===== src/rtl/mestpro_mem_pkg.sv =====
// Shared memory-map defaults and the request sequencer state encoding.
// Imported by mem_bus_ctrl, its interface and the address checker.
package mestpro_mem_pkg;

  localparam int DEF_ADDR_BITS = 8;
  localparam int DEF_DATA_BITS = 8;
  localparam int DEF_ROM_SIZE  = 128;
  localparam int DEF_MEM_SIZE  = 256;

  typedef enum logic [2:0] {
    IDLE     = 3'd0,
    RD_ISSUE = 3'd1,
    RD_WAIT  = 3'd2,
    WR_ISSUE = 3'd3,
    FAULT    = 3'd4
  } state_t;

endpackage


===== src/rtl/mem_bus_ctrl_if.sv =====
// Core request/response and memory pin bundle for mem_bus_ctrl.
// slave = controller side, master = core plus memory side.
interface mem_bus_ctrl_if #(
  parameter int ADDR_BITS = mestpro_mem_pkg::DEF_ADDR_BITS,
  parameter int DATA_BITS = mestpro_mem_pkg::DEF_DATA_BITS
);
  // Request transfers on a rising edge with req_valid & req_ready; fields are
  // sampled only at that edge. rsp_valid is a one-cycle strobe, never stalled.
  logic                 req_valid;
  logic                 req_we;
  logic [ADDR_BITS-1:0] req_addr;
  logic [DATA_BITS-1:0] req_wdata;
  logic                 req_ready;
  logic                 rsp_valid;
  logic [DATA_BITS-1:0] rsp_rdata;
  logic                 rsp_fault;
  logic [ADDR_BITS-1:0] mem_addr;
  logic [DATA_BITS-1:0] mem_wdata;
  logic                 mem_cs;
  logic                 mem_we;
  logic [DATA_BITS-1:0] mem_rdata;

  modport master (
    output req_valid, req_we, req_addr, req_wdata, mem_rdata,
    input  req_ready, rsp_valid, rsp_rdata, rsp_fault,
    input  mem_addr, mem_wdata, mem_cs, mem_we
  );

  modport slave (
    input  req_valid, req_we, req_addr, req_wdata, mem_rdata,
    output req_ready, rsp_valid, rsp_rdata, rsp_fault,
    output mem_addr, mem_wdata, mem_cs, mem_we
  );
endinterface


===== src/rtl/mem_addr_check.sv =====
// Combinational range and ROM-protect decode. Compares at ADDR_BITS+1 bits
// so a fully populated map (MEM_SIZE = 2^ADDR_BITS) never faults on range.
module mem_addr_check
  import mestpro_mem_pkg::*;
#(
  parameter int ADDR_BITS = DEF_ADDR_BITS,
  parameter int ROM_SIZE  = DEF_ROM_SIZE,
  parameter int MEM_SIZE  = DEF_MEM_SIZE
) (
  input  logic [ADDR_BITS-1:0] addr,
  input  logic                 we,
  output logic                 fault
);
  localparam logic [ADDR_BITS:0] MEM_LIM = (ADDR_BITS+1)'(MEM_SIZE);
  localparam logic [ADDR_BITS:0] ROM_LIM = (ADDR_BITS+1)'(ROM_SIZE);

  logic [ADDR_BITS:0] addr_ext;

  assign addr_ext = {1'b0, addr};
  assign fault    = (addr_ext >= MEM_LIM) | (we & (addr_ext < ROM_LIM));
endmodule


===== src/rtl/mem_bus_ctrl.sv =====
// Single-outstanding request sequencer in front of the program/data memory.
// Optional fault counter output enabled by MEM_BUS_CTRL_FAULT_CNT_EN.
module mem_bus_ctrl
  import mestpro_mem_pkg::*;
#(
  parameter int ADDR_BITS = DEF_ADDR_BITS,
  parameter int DATA_BITS = DEF_DATA_BITS,
  parameter int ROM_SIZE  = DEF_ROM_SIZE,
  parameter int MEM_SIZE  = DEF_MEM_SIZE
) (
  input  logic                 CLK,
  input  logic                 RESET,
  mem_bus_ctrl_if.slave        bus,
`ifdef MEM_BUS_CTRL_FAULT_CNT_EN
  output logic [7:0]           fault_cnt,
`endif
  output state_t               dbg_state
);

  state_t               state, state_n;
  logic                 req_ready_n, rsp_valid_n, rsp_fault_n, mem_cs_n, mem_we_n;
  logic [DATA_BITS-1:0] rsp_rdata_n, mem_wdata_n;
  logic [ADDR_BITS-1:0] mem_addr_n;
  logic                 fault;
  logic                 accept;

  assign accept    = bus.req_valid & bus.req_ready;
  assign dbg_state = state;

  mem_addr_check #(
    .ADDR_BITS(ADDR_BITS),
    .ROM_SIZE (ROM_SIZE),
    .MEM_SIZE (MEM_SIZE)
  ) u_addr_check (
    .addr (bus.req_addr),
    .we   (bus.req_we),
    .fault(fault)
  );

  always_comb begin
    state_n     = state;
    req_ready_n = bus.req_ready;
    rsp_valid_n = 1'b0;
    rsp_rdata_n = bus.rsp_rdata;
    rsp_fault_n = bus.rsp_fault;
    mem_cs_n    = bus.mem_cs;
    mem_we_n    = bus.mem_we;
    mem_addr_n  = bus.mem_addr;
    mem_wdata_n = bus.mem_wdata;
    case (state)
      IDLE: begin
        if (accept) begin
          mem_addr_n  = bus.req_addr;
          mem_wdata_n = bus.req_wdata;
          mem_we_n    = bus.req_we;
          mem_cs_n    = ~fault;
          req_ready_n = 1'b0;
          if (fault)            state_n = FAULT;
          else if (!bus.req_we) state_n = RD_ISSUE;
          else                  state_n = WR_ISSUE;
        end
      end
      RD_ISSUE: begin
        mem_cs_n = 1'b0;
        state_n  = RD_WAIT;
      end
      // Memory output registered at the RD_ISSUE exit edge is valid here.
      RD_WAIT: begin
        rsp_rdata_n = bus.mem_rdata;
        rsp_valid_n = 1'b1;
        rsp_fault_n = 1'b0;
        req_ready_n = 1'b1;
        state_n     = IDLE;
      end
      WR_ISSUE: begin
        mem_cs_n    = 1'b0;
        mem_we_n    = 1'b0;
        rsp_valid_n = 1'b1;
        rsp_fault_n = 1'b0;
        rsp_rdata_n = '0;
        req_ready_n = 1'b1;
        state_n     = IDLE;
      end
      FAULT: begin
        mem_we_n    = 1'b0;
        rsp_valid_n = 1'b1;
        rsp_fault_n = 1'b1;
        rsp_rdata_n = '0;
        req_ready_n = 1'b1;
        state_n     = IDLE;
      end
      default: begin
        mem_cs_n    = 1'b0;
        mem_we_n    = 1'b0;
        req_ready_n = 1'b1;
        state_n     = IDLE;
      end
    endcase
  end

  always_ff @(posedge CLK or negedge RESET) begin
    if (!RESET) begin
      state         <= IDLE;
      bus.req_ready <= 1'b1;
      bus.rsp_valid <= 1'b0;
      bus.rsp_rdata <= '0;
      bus.rsp_fault <= 1'b0;
      bus.mem_cs    <= 1'b0;
      bus.mem_we    <= 1'b0;
      bus.mem_addr  <= '0;
      bus.mem_wdata <= '0;
    end else begin
      state         <= state_n;
      bus.req_ready <= req_ready_n;
      bus.rsp_valid <= rsp_valid_n;
      bus.rsp_rdata <= rsp_rdata_n;
      bus.rsp_fault <= rsp_fault_n;
      bus.mem_cs    <= mem_cs_n;
      bus.mem_we    <= mem_we_n;
      bus.mem_addr  <= mem_addr_n;
      bus.mem_wdata <= mem_wdata_n;
    end
  end

`ifdef MEM_BUS_CTRL_FAULT_CNT_EN
  // Clearing by a read of the top address only exists for a fully populated map.
  localparam bit                   CLR_EN   = (MEM_SIZE == (1 << ADDR_BITS));
  localparam logic [ADDR_BITS-1:0] TOP_ADDR = ADDR_BITS'(MEM_SIZE - 1);

  always_ff @(posedge CLK or negedge RESET) begin
    if (!RESET) begin
      fault_cnt <= '0;
    end else if (state == FAULT) begin
      if (fault_cnt != 8'hFF) fault_cnt <= fault_cnt + 8'd1;
    end else if (CLR_EN && accept && !bus.req_we && (bus.req_addr == TOP_ADDR)) begin
      fault_cnt <= '0;
    end
  end
`endif

endmodule


===== src/flat_wrapper.sv =====
// flat-port wrapper written by rule: the top's interface ports become plain ports
module mem_bus_ctrl_flat import mestpro_mem_pkg::*;
#(
  parameter int ADDR_BITS = DEF_ADDR_BITS,
  parameter int DATA_BITS = DEF_DATA_BITS,
  parameter int ROM_SIZE  = DEF_ROM_SIZE,
  parameter int MEM_SIZE  = DEF_MEM_SIZE
)
  (CLK, RESET, dbg_state, bus_req_valid, bus_req_we, bus_req_addr, bus_req_wdata, bus_mem_rdata, bus_req_ready, bus_rsp_valid, bus_rsp_rdata, bus_rsp_fault, bus_mem_addr, bus_mem_wdata, bus_mem_cs, bus_mem_we);
  mem_bus_ctrl_if #(.ADDR_BITS(ADDR_BITS), .DATA_BITS(DATA_BITS)) bus_i ();
  input  logic CLK;
  input  logic RESET;
  output state_t dbg_state;
  input wire logic [$bits(bus_i.req_valid)-1:0] bus_req_valid;
  input wire logic [$bits(bus_i.req_we)-1:0] bus_req_we;
  input wire logic [$bits(bus_i.req_addr)-1:0] bus_req_addr;
  input wire logic [$bits(bus_i.req_wdata)-1:0] bus_req_wdata;
  input wire logic [$bits(bus_i.mem_rdata)-1:0] bus_mem_rdata;
  output wire logic [$bits(bus_i.req_ready)-1:0] bus_req_ready;
  output wire logic [$bits(bus_i.rsp_valid)-1:0] bus_rsp_valid;
  output wire logic [$bits(bus_i.rsp_rdata)-1:0] bus_rsp_rdata;
  output wire logic [$bits(bus_i.rsp_fault)-1:0] bus_rsp_fault;
  output wire logic [$bits(bus_i.mem_addr)-1:0] bus_mem_addr;
  output wire logic [$bits(bus_i.mem_wdata)-1:0] bus_mem_wdata;
  output wire logic [$bits(bus_i.mem_cs)-1:0] bus_mem_cs;
  output wire logic [$bits(bus_i.mem_we)-1:0] bus_mem_we;
  assign bus_i.req_valid = bus_req_valid;
  assign bus_i.req_we = bus_req_we;
  assign bus_i.req_addr = bus_req_addr;
  assign bus_i.req_wdata = bus_req_wdata;
  assign bus_i.mem_rdata = bus_mem_rdata;
  assign bus_req_ready = bus_i.req_ready;
  assign bus_rsp_valid = bus_i.rsp_valid;
  assign bus_rsp_rdata = bus_i.rsp_rdata;
  assign bus_rsp_fault = bus_i.rsp_fault;
  assign bus_mem_addr = bus_i.mem_addr;
  assign bus_mem_wdata = bus_i.mem_wdata;
  assign bus_mem_cs = bus_i.mem_cs;
  assign bus_mem_we = bus_i.mem_we;
  mem_bus_ctrl #(.ADDR_BITS(ADDR_BITS), .DATA_BITS(DATA_BITS), .ROM_SIZE(ROM_SIZE), .MEM_SIZE(MEM_SIZE)) u_core (.CLK(CLK), .RESET(RESET), .bus(bus_i), .dbg_state(dbg_state));
endmodule

===== config.mk =====
export PLATFORM = sky130hd
export DESIGN_NAME = mem_bus_ctrl_flat
export DESIGN_NICKNAME = d
export VERILOG_FILES = /design/src/rtl/mestpro_mem_pkg.sv /design/src/rtl/mem_bus_ctrl_if.sv /design/src/rtl/mem_addr_check.sv /design/src/rtl/mem_bus_ctrl.sv /design/src/flat_wrapper.sv
export SDC_FILE = /design/constraint.sdc
export NUM_CORES = 1
export LEC_CHECK = 0
export CAP_MARGIN = 25
export CORE_MARGIN = 3
export CORE_UTILIZATION = 36
export CTS_CLUSTER_SIZE = 16
export DETAILED_ROUTE_END_ITERATION = 7
export PLACE_DENSITY = 0.84
export SYNTH_ARGS = -nofsm -noshare
export SYNTH_HDL_FRONTEND = slang
export SYNTH_HIERARCHICAL = 1
export SYNTH_SLANG_ARGS = --single-unit

===== constraint.sdc =====
create_clock -name CLK -period 2 [get_ports CLK]
set_clock_uncertainty 0.2 [all_clocks]
set_input_delay 0.4 -clock CLK [delete_from_list [all_inputs] [get_ports CLK]]
set_output_delay 0.4 -clock CLK [all_outputs]
set_load 0.01 [all_outputs]

; Word-level counts from Yosys, hierarchy flattened
; Index checks and enable logic that the tools add are counted.
[totals]
elab_cells = 48
in_bits = 28
output_inout_bits = 32
regBits = 32
[op_classes]
bitwise = 7
magnitude_cmp = 2
muxes = 13
reduce_logical = 12
eq_ne = 5
[op_table]
columns = cell, count
row1 = one-hot mux 8 bit (2 select lines), 1
row2 = greater-or-equal comparator 8 x 9 -> 1 bit (second input constant), 1
row3 = < comparator 8 bit (second input constant), 1
row4 = one-hot mux 1 bit (2 select lines), 4
row5 = AND reduction 2 bit, 4
row6 = OR reduction 2 bit, 4
row7 = equality test 3 x 2 -> 1 bit (second input constant), 2
row8 = 2-to-1 mux 3 bit, 2
row9 = one-hot mux 3 bit (2 select lines), 1
row10 = 2-to-1 mux 1 bit, 4
row11 = NOT 1 bit, 4
row12 = nonzero test 2 bit, 2
row13 = equality test 3 x 1 -> 1 bit (second input constant), 1
row14 = equality test 3 bit (second input constant), 1
row15 = zero test 3 bit, 1
row16 = OR reduction 3 bit, 1
row17 = bitwise AND 1 bit, 2
row18 = 2-to-1 mux 2 bit, 1
row19 = inequality test 2 x 1 -> 1 bit (second input constant), 1
row20 = bitwise OR 1 bit, 1

; Longest topological paths before layout
; Gate-level depths: netlist (run 1).
[depth]
word_depth = 6
ltp_mapped = 5
mapped_depth_nobuf = 4

; Hierarchy
; The synthesis (run 1) kept the hierarchy.
[by_module_without_submodules]
columns = module, instances, cells_each, area_each_um2
row1 = mem_bus_ctrl, 1, 87, 1266.2
row2 = mem_addr_check, 1, 1, 13.8

; Worst setup path before layout (run 1)
; OpenSTA, ideal clock, no wires.
[synth_timing]
path_type = register to register
start = register u_core.bus.req_ready
end = register u_core.bus.mem_addr[0]
setup_ns = 0.125
stages_incl_launch_ff = 6
arrival_ns = 1.551
path_buffers = 2
required_time_ns = 1.675
slack_ns = 0.124
path_cell_list = dfstp_2 -> nand3b_4 -> or3_1 -> buf_6 -> buf_6 -> mux2_4
[synth_via]
elab_chain_cells = 2
[synth_lines]
columns = element, line
row1 = "start, declared", mem_bus_ctrl_if.sv:31  ; output req_ready, rsp_valid, rsp_rdata, rsp_fault,
row2 = "start signal, assigned", mem_bus_ctrl.sv:114  ; bus.req_ready <= req_ready_n;
row3 = bitwise AND 1 bit, mem_bus_ctrl.sv:27  ; assign accept = bus.req_valid & bus.req_ready;
row4 = AND reduction 2 bit (no line), --
row5 = "end signal, assigned", mem_bus_ctrl.sv:120  ; bus.mem_addr <= mem_addr_n;
row6 = "end, declared", mem_bus_ctrl_if.sv:32  ; output mem_addr, mem_wdata, mem_cs, mem_we
; Every way passes these cells.
; A chain may end at the register's enable or synchronous reset.

; Final worst setup path (run 1)
[layout_timing]
start = register u_core.state[2] (netlist: u_core/dbg_state[2])
end = output dbg_state[2]
[layout_rtl]
columns = element, line
row1 = "start, declared", mem_bus_ctrl.sv:20  ; state_t state, state_n;
row2 = "start signal, assigned", mem_bus_ctrl.sv:113  ; state <= state_n;
row3 = "end, declared", flat_wrapper.sv:13  ; output state_t dbg_state;
; No word-level cell between the ends.

==> results of run 1 <==
-- routing by layer --
layer | wire [um] | vias up | share of wire (%) | global-route usage (%)
li1 | - | 446 | - | -
met2 | 1340 | 54 | 47 | 22.0
met3 | 271 | 0 | 9.5 | 5.64
met1 | 1250 | 457 | 44 | 18.8
met4 | 0 | 0 | 0 | 5.44
met5 | 0 | - | 0 | 0
-- area by class of cell --
| cell class | instances | area (um2) |
|---|---|---|
| clock buffers | 7 | 65.1 |
| clock inverters | 1 | 30.0 |
| fillers | 279 | 1340 |
| inverters | 4 | 15.0 |
| multi-input cells | 48 | 433 |
| flip-flops and latches | 32 | 805 |
| well taps | 46 | 57.6 |
| repair buffers | 65 | 649 |
-- worst paths after layout --
| check | slack (ps) | end | start |
|---|---|---|---|
| setup reg to reg | 170 | u_core/bus.mem_addr[2]$_DFFE_PN0P_ | u_core/bus.req_ready$_DFFE_PN1P_ |
| hold / removal | 270 | u_core/bus.mem_addr[4]$_DFFE_PN0P_ | RESET |
| max in group asynchronous | 1010 | u_core/bus.req_ready$_DFFE_PN1P_ | RESET |
| setup / recovery | 80 | dbg_state[2] | u_core/dbg_state[2]$_DFFE_PN0P_ |
| hold reg to reg | 310 | u_core/bus.rsp_rdata[4]$_DFFE_PN0P_ | u_core/bus.rsp_rdata[4]$_DFFE_PN0P_ |
| min in group CLK | 310 | u_core/bus.rsp_rdata[4]$_DFFE_PN0P_ | u_core/bus.rsp_rdata[4]$_DFFE_PN0P_ |
-- where the power goes --
group / switching [mW] / internal (mW)
Sequential: 0.180 / 0.944
Clock: 0.206 / 0.332
Combinational: 0.477 / 0.879
Total: 0.863 / 2.15
-- repair_timing --
| item | CTS | global route |
|---|---|---|
| setup endpoints to repair | 3 | 2 |
| resized for setup | 3 | 1 |
| hold buffers | 0 | 0 |
| pin swaps | 0 | 0 |
| setup buffers | 0 | 1 |
-- state kept, by name, indices dropped and copies added, names as in the netlist, 3 cells and up --
register,cells
u_core/bus.rsp_rdata,8
u_core/bus.mem_addr,8
u_core/dbg_state,3
u_core/bus.mem_wdata,8
-- cells by family (layout without fill, tap and decap cells) --
| kind of cell | Yosys count | in the layout | synth area share [%] |
|---|---|---|---|
| flops | 32 | 32 | 62.7 |
| compound gates | 18 | 18 | 10.8 |
| mux | 16 | 16 | 16.4 |
| simple gates | 14 | 14 | 6.65 |
| buf+inv | 8 | 77 | 3.52 |
-- worst reg2reg max path: cells and delay by family (launching register included) --
kind	cells	cell delay [ps]
flip-flops	1	590
multiplexers	1	310
buffers and inverters	1	190
AND/OR/NAND/NOR	2	440
-- per-stage QoR --
step	worst slack, ps	hold WS, ps	power (mW)
floorplan	124	-95.6	1.74
global placement	-158	287	2.46
detailed placement	-200	296	2.50
CTS	28.8	265	3.05
global route	16.1	301	3.21
finish	77.2	269	3.02
-- placed cells by master, fill, tap and decap left out, drive strengths merged --
cell type      Yosys  final
dfrtp             31     31
buf                2      6
a22o               8      8
or3                1      1
nand2              2      2
bufinv             0      1
nand3              1      1
nand3b             1      1
o21ai              6      6
clkdlybuf4s50      0     57
dlymetal6s2s       0      1
clkbuf             2      7
dfstp              1      1
and2               1      1
inv                4      4
mux2              16     16
nor2               7      7
a32o               3      3
nor2b              1      1
o21a               1      1
dlygate4sd2        0      1
==> metrics.txt, run 1 <==
maximum clock rate 520 MHz; sequential area share after synthesis 62.7%; clock tree from TritonCTS built; Vias 957; Worst Setup End Kind output pin; slowest cell delay on critical path 560 ps; final critical delay including setup and external delays 1920 ps; number of nets in the synthesized netlist 116; share of async-settable or async-resettable flops after synthesis 100%; number of clock buffers inserted by TritonCTS 5; clock transition at the registers of the reported paths 100 ps; Avg Synthesized Cell Area 14.5 um2; most instantiated library cell after synthesis sky130_fd_sc_hd__dfrtp_1; headroom to the max-slew limit 58.4%; cell area after placement 1950 um2; WP data required 1400 ps; worst hold-check path type in -> async; total setup violations reported at the end of the flow 0; drt initial violations 46; initial antenna violation count 0; summed negative setup slack over all endpoints 0 ps; kind of cell with the highest combined delay on the critical path buffers and inverters; cell area after synthesis 1280 um2; peak supply drop 739 uV; Die Width 65.6 um; starting utilization of the core area 37.8%; post-route core utilization 60.6%; via count of the first global-routing pass 997; crit path launch type flop; number of antenna-violating nets in the routed design 0; number of flip-flops and latches in the synthesized netlist 32; Final period util 96.1%; combined buffer and inverter count along the critical path 1; total congestion overflow after global routing 0; Arr. time, crit path 1320 ps; final non-filler cell area 2050 um2; standard-cell rows 21; Area growth syn-to-layout 60.5%; Cell Pwr Density 1470 nW/um2; critical path fanouts, max 9; FF-to-FF path depth 4; Levels on crit path 1; Cell Chain, Critical Path clkdlybuf4s50_1; detail-routed net length per standard cell 14.1 um; worst-path cell with the longest stage delay sky130_fd_sc_hd__clkdlybuf4s50_1; sum of routed wire length over all layers 2850 um; share of post-route cells with drive strength above 1 22.3%; Commonest cells post-synth sky130_fd_sc_hd__dfrtp_1, sky130_fd_sc_hd__a22o_1, sky130_fd_sc_hd__mux2_2, sky130_fd_sc_hd__mux2_4, sky130_fd_sc_hd__nor2_1; reported leakage power 0.945 nW; synthesized netlist cell count 88; antenna cell count 0; number of enable flip-flop cells after synthesis 0; maximum buffer depth of the clock tree 2; total of buffers placed on input and output ports 59; unique cell type count in the Yosys netlist 19; total clock sinks 32; number of synthesis warnings 6; Detailed Routing Iterations Pass 1 4; synth top area cells sky130_fd_sc_hd__dfrtp_1, sky130_fd_sc_hd__mux2_4, sky130_fd_sc_hd__mux2_2; half-perimeter wire length after detailed placement 2070 um; leading area contributor after synthesis sky130_fd_sc_hd__dfrtp_1; CP Class reg -> out; Layout Nets 184; io pins 60; clock latency of the later-clocked register in the worst-skew pair 320 ps; die outline area 4310 um2; number of remaining DRC errors 0; worst-margin pin slew 620 ps; setup repair after global routing missed its margin false; largest net degree at the start of global routing 33; number of cells after detailed placement 194; number of slew-limit violations in the final report 0; dominant register cell in the synthesized netlist sky130_fd_sc_hd__dfrtp_1; wire length of the first global-routing pass 4730 um; non-filler instance count after layout 203; RePlAce Congestion 0.756; run status completed; number of levels the H-tree was split into 2; Final Hold Vio Count 0; vertical die dimension 65.6 um; Core Area 3390 um2; clock tree root driver cell sky130_fd_sc_hd__clkbuf_4; proportion of netlist area held by the largest area contributor 60.6%; detailed-route vias per instance 4.71; maximum capacitance violations 0; combined global-route utilization of all metal layers 14.6%
Power figures use the tool's default switching activity.
==> inputs of run 2 (changes only) <==
Settings changed: SLEW_MARGIN from default to 20.
==> results of run 2 <==
The final DEF is identical to that of run 1; final timing and power are the same.
==> inputs of run 3 (changes only) <==
Settings changed: PLACE_DENSITY 0.84 to 0.83, SYNTH_HIERARCHICAL 1 to default.
==> metrics.txt, run 3 <==
total of buffers placed on input and output ports 59; number of clock buffers inserted by TritonCTS 5; final setup slack of the worst path 91.7 ps; total setup violations reported at the end of the flow 0; number of synthesis warnings 0; clock transition at the registers of the reported paths 90 ps; maximum buffer depth of the clock tree 2; headroom to the max-slew limit 60.2%; wire length of the first global-routing pass 4900 um; Detailed Routing Iterations Pass 1 4; worst-margin pin slew 594 ps; fraction of power spent switching nets 30.5%; largest net degree at the start of global routing 33; reported leakage power 0.887 nW; CP Launch Point u_core.dbg_state[2]$_DFFE_PN0P_; worst setup timing slack at the placement stage -68.1 ps; hold bufs inserted after CTS 0; worst-path cell with the longest stage delay sky130_fd_sc_hd__clkdlybuf4s50_1; vertical die dimension 65.9 um; number of cells after detailed placement 194; critical path fanouts, max 3; via count of the first global-routing pass 1053; FF-to-FF path depth 4; crit path launch type flop; worst setup path endpoint dbg_state[2]; dominant register cell in the synthesized netlist sky130_fd_sc_hd__dfrtp_1; Critical R2R Launch u_core.dbg_state[1]$_DFFE_PN0P_; synth top area cells sky130_fd_sc_hd__dfrtp_1, sky130_fd_sc_hd__mux2_4, sky130_fd_sc_hd__mux2_2; kind of cell with the highest combined delay on the critical path buffers and inverters; sw power 0.895 mW; detailed-route vias per instance 4.75; Layout Nets 185; starting utilization of the core area 38.1%; maximum capacitance violations 0; RePlAce Congestion 0.839; peak supply drop 636 uV; final critical delay including setup and external delays 1910 ps; cell area after placement 1960 um2; combinational share of power 47.9%; sequential power share 39.1%; io pins 60; combined buffer and inverter count along the critical path 1; setup repair after global routing missed its margin false; standard-cell rows 21; WP data required 1400 ps; final non-filler cell area 2040 um2; non-filler instance count after layout 204; clock latency of the later-clocked register in the worst-skew pair 320 ps; P_int 2.04 mW; Vias 970; sum of routed wire length over all layers 3010 um; Worst Setup End Kind output pin; Arr. time, crit path 1310 ps; clock network fraction of total power 13.0%; total congestion overflow after global routing 0; Final period util 95.4%; half-perimeter wire length after detailed placement 2240 um; Cell Chain, Critical Path clkdlybuf4s50_1; antenna cell count 0; worst hold-check path type in -> async; share of async-settable or async-resettable flops after synthesis 100%; Area growth syn-to-layout 57.8%; maximum clock rate 524 MHz; number of nets in the synthesized netlist 115; leading area contributor after synthesis sky130_fd_sc_hd__dfrtp_1; Core Area 3390 um2; most used cells in the layout excluding fill and tap cells sky130_fd_sc_hd__clkdlybuf4s50_1, sky130_fd_sc_hd__dfrtp_1, sky130_fd_sc_hd__mux2_4, sky130_fd_sc_hd__a22o_1, sky130_fd_sc_hd__mux2_2; number of slew-limit violations in the final report 0; most instantiated library cell after synthesis sky130_fd_sc_hd__dfrtp_1; number of remaining DRC errors 0; CP Class reg -> out; number of levels the H-tree was split into 2; Commonest cells post-synth sky130_fd_sc_hd__dfrtp_1, sky130_fd_sc_hd__a22o_1, sky130_fd_sc_hd__mux2_2, sky130_fd_sc_hd__mux2_4, sky130_fd_sc_hd__o21ai_0; number of antenna-violating nets in the routed design 0; clock tree root driver cell sky130_fd_sc_hd__clkbuf_4; sequential area share after synthesis 62.1%; synthesized netlist cell count 87; detail-routed net length per standard cell 14.7 um; most frequent standard cell in the layout excluding fill and tap cells sky130_fd_sc_hd__clkdlybuf4s50_1; total clock sinks 32; proportion of netlist area held by the largest area contributor 60.1%; share of post-route cells with drive strength above 1 22.2%; reg-to-reg slack, setup 240 ps; combined global-route utilization of all metal layers 14.8%; number of flip-flops and latches in the synthesized netlist 32; unique cell type count in the Yosys netlist 25; cell area after synthesis 1290 um2; Die Width 65.9 um; reg-to-reg critical path endpoint u_core.bus.mem_wdata[4]$_DFFE_PN0P_; initial antenna violation count 0; die outline area 4340 um2; number of enable flip-flop cells after synthesis 0; clock tree from TritonCTS built; Final Hold Vio Count 0; largest registers in the final layout u_core.bus.mem_addr (8), u_core.bus.mem_wdata (8), u_core.bus.rsp_rdata (8); Cell Pwr Density 1440 nW/um2; run status completed; Levels on crit path 1; Avg Synthesized Cell Area 14.8 um2; drt initial violations 20; slowest cell delay on critical path 570 ps
## run 3: cell families (layout without fill, tap and decap cells)
logic type	after synthesis	count (layout)	synth area share [%]
multiplexers	16	16	16.3
AO/OA/AOI/OAI	20	20	11.1
AND/OR/NAND/NOR	12	12	7.07
buffers and inverters	7	78	3.39
flip-flops	32	32	62.1
## run 3: area by class of cell
type,count,area (um2)
Multi-Input combinational cell,48,445
Tap cell,46,57.6
Clock buffer,8,58.8
Sequential cell,32,805
Fill cell,269,1350
Inverter,3,11.3
Timing Repair Buffer,67,661
## run 3: layer usage
layer	part of all wire [%]	wire length (um)	track usage (%)
met5	0	0	0
met4	1.6	48	6.99
met3	4.0	121	3.23
met2	54	1620	25.2
met1	40	1220	17.5
## run 3: power by group through the flow
| stage | clock network, mW | registers (mW) | logic [mW] |
|---|---|---|---|
| floorplan | 0 | 1.27 | 0.500 |
| global placement | 0 | 1.15 | 1.37 |
| detailed placement | 0 | 1.16 | 1.41 |
| CTS | 0.391 | 1.16 | 1.40 |
| global route | 0.417 | 1.19 | 1.50 |
| finish | 0.380 | 1.15 | 1.40 |
## run 3: worst min path at each step
stage	end	cells past startpoint	start
floorplan	u_core.bus.mem_addr[0]$_DFFE_PN0P_	0	RESET
global placement	u_core.bus.rsp_rdata[5]$_DFFE_PN0P_	1	u_core.bus.rsp_rdata[5]$_DFFE_PN0P_
detailed placement	u_core.bus.mem_addr[4]$_DFFE_PN0P_	1	u_core.bus.mem_addr[4]$_DFFE_PN0P_
CTS	u_core.bus.mem_addr[6]$_DFFE_PN0P_	2	RESET
global route	u_core.bus.mem_addr[7]$_DFFE_PN0P_	2	RESET
finish	u_core.bus.rsp_valid$_DFF_PN0_	2	RESET
## run 3: timing repair
action | CTS | global route
endpoints found under the hold margin | 0 | 0
setup endpoints to repair | 3 | 1
gates resized for setup | 4 | 0
setup buffers | 0 | 2
## run 3: stage by stage
stage	TNS, ps	hold slack, ps	util [%]	power [mW]
floorplan	0	-95.6	-	1.77
global placement	-369	292	58.0	2.52
detailed placement	-555	295	58.0	2.57
CTS	0	258	59.7	2.95
global route	0	293	60.1	3.12
finish	0	259	60.1	2.93
